<file path="config.mk">
export PLATFORM = sky130hd
export DESIGN_NAME = hilo_mult_ctrl
export DESIGN_NICKNAME = d
export VERILOG_FILES = /design/src/rtl/hilo_mult_ctrl.sv
export SDC_FILE = /design/constraint.sdc
export NUM_CORES = 1
export LEC_CHECK = 0
export ABC_AREA = 1
export ABC_CLOCK_PERIOD_IN_PS = 4050
export CORE_UTILIZATION = 49
export CTS_CLUSTER_DIAMETER = 50
export DETAILED_ROUTE_END_ITERATION = 7
export MAX_ROUTING_LAYER = met4
export PLACE_DENSITY = 0.87
export SLEW_MARGIN = 15
export SYNTH_ARGS = -nofsm -noshare
export SYNTH_HDL_FRONTEND = slang
export SYNTH_SLANG_ARGS = --single-unit
</file>
<file path="constraint.sdc">
create_clock -name Clk -period 4.05 [get_ports Clk]
set_clock_uncertainty 0.15 [all_clocks]
set_input_delay 0.81 -clock Clk [delete_from_list [all_inputs] [get_ports Clk]]
set_output_delay 0.81 -clock Clk [all_outputs]
set_load 0.02 [all_outputs]
</file>
<file path="src/rtl/hilo_mult_ctrl.sv">
// rtl/hilo_mult_ctrl.sv - HI/LO owner and sequencer for the iterative multiplier
// Holds EX on HI/LO hazards, drives Work/Done handshake, flush-abort and timeout watchdog.
module hilo_mult_ctrl #(
  parameter int NBit    = 32,
  parameter int TIMEOUT = 40
) (
  input  logic              Clk,
  input  logic              Reset_n,
  input  logic              Op_valid,
  input  logic [2:0]        Op_code,
  input  logic [NBit-1:0]   Op_a,
  input  logic [NBit-1:0]   Op_b,
  input  logic              Flush,
  output logic              Stall,
  output logic [NBit-1:0]   Rd_data,
  output logic              Busy,
  output logic              Err,
  output logic [NBit-1:0]   Mul_a,
  output logic [NBit-1:0]   Mul_b,
  output logic              Mul_sign,
  output logic              Mul_work,
  input  logic              Mul_done,
  input  logic [2*NBit-1:0] Mul_result
);

  localparam int CW = $clog2(TIMEOUT + 1);

  typedef enum logic [1:0] {S_IDLE, S_BUSY, S_DRAIN} state_t;

  state_t          state_q, state_d;
  logic [NBit-1:0] hi_q, hi_d, lo_q, lo_d;
  logic [NBit-1:0] mul_a_q, mul_a_d, mul_b_q, mul_b_d;
  logic            mul_sign_q, mul_sign_d;
  logic            mul_work_q, mul_work_d;
  logic            err_q, err_d;
  logic [CW-1:0]   cnt_q, cnt_d;

  logic is_mul, is_hilo, accept;

  assign is_mul  = (Op_code == 3'd1) || (Op_code == 3'd2);
  assign is_hilo = (Op_code >= 3'd3) && (Op_code <= 3'd6);

  // MULT waits for full idle; HI/LO ops only wait while the product is outstanding
  assign Stall = Op_valid && !Flush &&
                 ((is_mul && state_q != S_IDLE) || (is_hilo && state_q == S_BUSY));
  assign accept = Op_valid && !Stall && !Flush && (is_mul || is_hilo);

  assign Rd_data  = (accept && Op_code == 3'd5) ? hi_q :
                    (accept && Op_code == 3'd6) ? lo_q : '0;
  assign Busy     = (state_q != S_IDLE);
  assign Err      = err_q;
  assign Mul_a    = mul_a_q;
  assign Mul_b    = mul_b_q;
  assign Mul_sign = mul_sign_q;
  assign Mul_work = mul_work_q;

  always_comb begin
    state_d    = state_q;
    hi_d       = hi_q;
    lo_d       = lo_q;
    mul_a_d    = mul_a_q;
    mul_b_d    = mul_b_q;
    mul_sign_d = mul_sign_q;
    mul_work_d = 1'b0;
    err_d      = err_q;
    cnt_d      = cnt_q;
    case (state_q)
      S_IDLE: begin
        if (accept && is_mul) begin
          mul_a_d    = Op_a;
          mul_b_d    = Op_b;
          mul_sign_d = (Op_code == 3'd1);
          cnt_d      = '0;
          mul_work_d = 1'b1;
          state_d    = S_BUSY;
        end
      end
      S_BUSY: begin
        cnt_d      = cnt_q + CW'(1);
        mul_work_d = 1'b1;
        // A Done in the flush cycle still commits: the multiply already retired
        if (Mul_done) begin
          {hi_d, lo_d} = Mul_result;
          mul_work_d   = 1'b0;
          state_d      = S_DRAIN;
        end else if (Flush) begin
          mul_work_d = 1'b0;
          state_d    = S_DRAIN;
        end else if (cnt_q == CW'(TIMEOUT - 1)) begin
          err_d      = 1'b1;
          mul_work_d = 1'b0;
          state_d    = S_DRAIN;
        end
      end
      S_DRAIN: state_d = S_IDLE;
      default: state_d = S_IDLE;
    endcase
    if (accept && Op_code == 3'd3) hi_d = Op_a;
    if (accept && Op_code == 3'd4) lo_d = Op_a;
  end

  always_ff @(posedge Clk or negedge Reset_n) begin
    if (!Reset_n) begin
      state_q    <= S_IDLE;
      hi_q       <= '0;
      lo_q       <= '0;
      mul_a_q    <= '0;
      mul_b_q    <= '0;
      mul_sign_q <= 1'b0;
      mul_work_q <= 1'b0;
      err_q      <= 1'b0;
      cnt_q      <= '0;
    end else begin
      state_q    <= state_d;
      hi_q       <= hi_d;
      lo_q       <= lo_d;
      mul_a_q    <= mul_a_d;
      mul_b_q    <= mul_b_d;
      mul_sign_q <= mul_sign_d;
      mul_work_q <= mul_work_d;
      err_q      <= err_d;
      cnt_q      <= cnt_d;
    end
  end

endmodule

</file>
==> summary.txt <==
Drt
  – Initial DRT Pass Iterations: 5
  – DR vias: 7050
  – Routed WL: 21400 um
  – WL/cell: 17.3 um
  – 1st-iter DRT viols: 748
  – Vias/cell: 5.70
  – DRC errors left: 0
  – Final ANT Viol Nets: 0

Setup path
  – Critical Path AT: 2.94 ns
  – Buf/Inv on CP: 5
  – Cell count along the critical path: 11
  – Largest stage delay on the critical path: 0.52 ns
  – Worst Reg-to-Reg Cells: 6
  – Crit Reg-Reg Endpoint: hi_q[12]
  – Startpoint types: primary input
  – CP Max Fanout: 61
  – Worst r2r src: state_q[1]
  – Req. time, crit path: 3.09 ns
  – CP most frequent cell: nand2_1
  – CP Class: in -> out
  – Crit-path cells: clkdlybuf4s50_1 -> nand2_2 -> nand2_1 -> a21oi_1 -> inv_2 -> nor2_4 -> buf_4 -> buf_16 -> nand3_1 -> nand2_1 -> dlygate4sd2_1
  – R2R setup slack: 1.84 ns
  – Element type at the critical path end: primary output
  – Max stage delay cell, worst path: clkdlybuf4s50_1
  – Delay-heaviest family, CP: buffers and inverters

Floorplan
  – IO Count: about 240
  – Initial cell density of the core: 50.1%
  – Rows: between 40 and 50
  – Die H: approximately 120 um
  – Die width: between 100 and 150 um
  – Die Area: 13900 um^2
  – Core ar.: 13200 um^2

Logic synthesis
  – Netlist area before placement: 6600 um^2
  – Yosys cell types: 22
  – Flops & latches, synth: 139
  – Syn Nets: 963
  – Post-synth top area cell: dfrtp_1
  – Seq/Total Area, Yosys: 52.7%
  – Top-area cell type share of the netlist area: a little over half
  – Yosys warnings: 0
  – Cells after Synth: between 800 and 900
  – Post-synthesis area per instance: 7.99 um^2
  – Synth top area cells: dfrtp_1 53%, nand3_1 25%, nand2_1 14%, buf_2 2.0%, clkbuf_1 1.4%

Global routing
  – Global router's overall resource usage: about 32%
  – Largest net degree at the start of global routing: 79
  – Vias in the first global route: approximately 6.8k
  – Initial antenna violation count: 0
  – Total gr overflow: 0
  – First-pass GRT wire length: 34000 um

Power
  – Power Dens Cells: just under 500 nW/um^2
  – Leakage: 4.89 nW
  – VDD IR-drop max: 0.000331 V

Timing
  – Worst rel slew slack: 51.0%
  – Worst Max-Slew Pin Slew: between 0.7 and 0.8 ns
  – Max Slew Vio Count: 0
  – Period utilization: 96.3%
  – Post-layout minimum cycle time: 3.90 ns
  – Fin. Hold Viols: 0
  – Worst setup margin: 0.150 ns
  – RSZ-0062 raised after global routing: no
  – Final setup fails: 0
  – Max Fclk: 0.256 GHz

Placement
  – Area of placed instances: 9220 um^2
  – Pre-CTS setup slack: -0.0359 ns
  – Gpl congestion: 0.889
  – I/O Buffers: 236
  – Post-DP HPWL: 13700 um

Final layout
  – Post-route cell area: 9880 um^2
  – Area Growth Syn to Fin: 49.6%
  – Layout cell share with drive strength beyond 1: 7.73%
  – Layout Nets: 1185
  – Diodes inserted: 0
  – Final core occ: 74.9%

CTS
  – Clock tree buffer depth: 2
  – H-tree Lvls: 4
  – CTS Buf Count: 17
  – Clock sink count: between 100 and 150
  – Hold_buf cts: 0
  – Root Buffer: clkbuf_16
  – Clk_lat worst skew: 0.42 ns
  – CTS tree: done
  – Reg clk slew, reported paths: 0.06 ns

Worst hold path
  – Min-delay worst type: in -> async

Job
  – # Max-Cap Violations: 0

Status
  – Outcome: completed
-- state kept, by name, indices dropped and copies added, names as in the netlist --
name / cells
state_q: 2
hi_q: 32
Mul_b: 32
lo_q: 32
cnt_q: 6
Mul_a: 32
Err: 1
Mul_work: 1
Mul_sign: 1
-- cell usage after synthesis (all sizes together) --
cell / count
nand3: 335
nand2: 242
dfrtp: 139
buf: 42
clkbuf: 25
inv: 14
o21ai: 7
nor2: 6
a21oi: 4
nand4: 4
nor3: 2
a31oi: 1
clkinv: 1
ha: 1
nor4: 1
o21bai: 1
or2: 1
-- cell usage in the layout (no fill, tap or decap), types with 2 or more instances in the layout --
cell               n
a21oi_1            3
buf_12             5
buf_4             28
bufinv_16          3
clkbuf_16         18
clkbuf_8           3
clkdlybuf4s50_1  203
clkinv_2           4
clkinv_4           2
clkinvlp_4         2
dfrtp_1          139
dlygate4sd2_1     19
dlymetal6s2s_1    10
inv_1             11
inv_2              3
nand2_1          240
nand2_2            2
nand3_1          335
nand4_1            4
nor2_4             5
nor3_2             2
o21ai_0            6
-- layout make-up --
cell class                 count  area, um^2
sequential                   139        3480
inverter                      15        56.3
clock inverter                11         143
clock buffer                  21         470
tap                          176         220
fill                         956        3310
timing repair buffer         270        2710
multi-input combinational    605        2800
-- worst max-delay path by stage --
| stage | endpoint | slack (ns) | startpoint |
|---|---|---|---|
| global route | Rd_data[13] | 0.01 | Op_code[1] |
| CTS | Rd_data[27] | 0.003 | Op_code[1] |
| floorplan | Rd_data[0] | 1.17 | Op_code[0] |
| global placement | Rd_data[1] | 0.03 | Op_code[1] |
| detailed placement | Rd_data[1] | -0.04 | Op_code[1] |
| finish | Rd_data[9] | 0.15 | Op_code[1] |
-- report_power, final --
| part | leakage, nW | switching (mW) | internal [mW] |
|---|---|---|---|
| combinational | 2.84 | 0.673 | 0.611 |
| clock | 0.299 | 0.590 | 1.01 |
| sequential | 1.76 | 0.242 | 1.77 |
| total | 4.89 | 1.50 | 3.40 |
-- layer usage --
metal	up-vias	routed length, um	global-route usage (%)
met4	0	473	11.5
met5	-	0	-
met3	53	1950	7.46
met1	3365	8460	40.1
li1	3240	-	-
met2	392	10500	51.6
-- cells by family (layout without fill, tap and decap cells) --
logic type	Yosys count	count (layout)	synth area share [%]
buffers and inverters	82	317	5.66
AO/OA/AOI/OAI	13	13	1.04
adder cells (fa/ha/maj)	1	1	0.189
AND/OR/NAND/NOR	591	591	40.4
flip-flops	139	139	52.7
-- through the flow --
step | power [mW] | setup TNS, ns | hold WS, ns | cells
floorplan | 2.59 | 0 | 0.330 | 826
detailed placement | 3.30 | -0.238 | 0.307 | 1202
CTS | 4.90 | 0 | 0.285 | 1234
global route | 5.13 | 0 | 0.310 | 1237
global placement | 3.25 | 0 | 0.303 | 1202
finish | 4.90 | 0 | 0.246 | 1237
-- repair_timing --
action / CTS / global route
setup buffers: 0 / 2
pin swaps: 0 / 1
gates cloned: 0 / 1
resized for setup: 21 / 15
endpoints found under the setup margin: 21 / 10
Note: power is estimated with default switching activity, not from simulation.
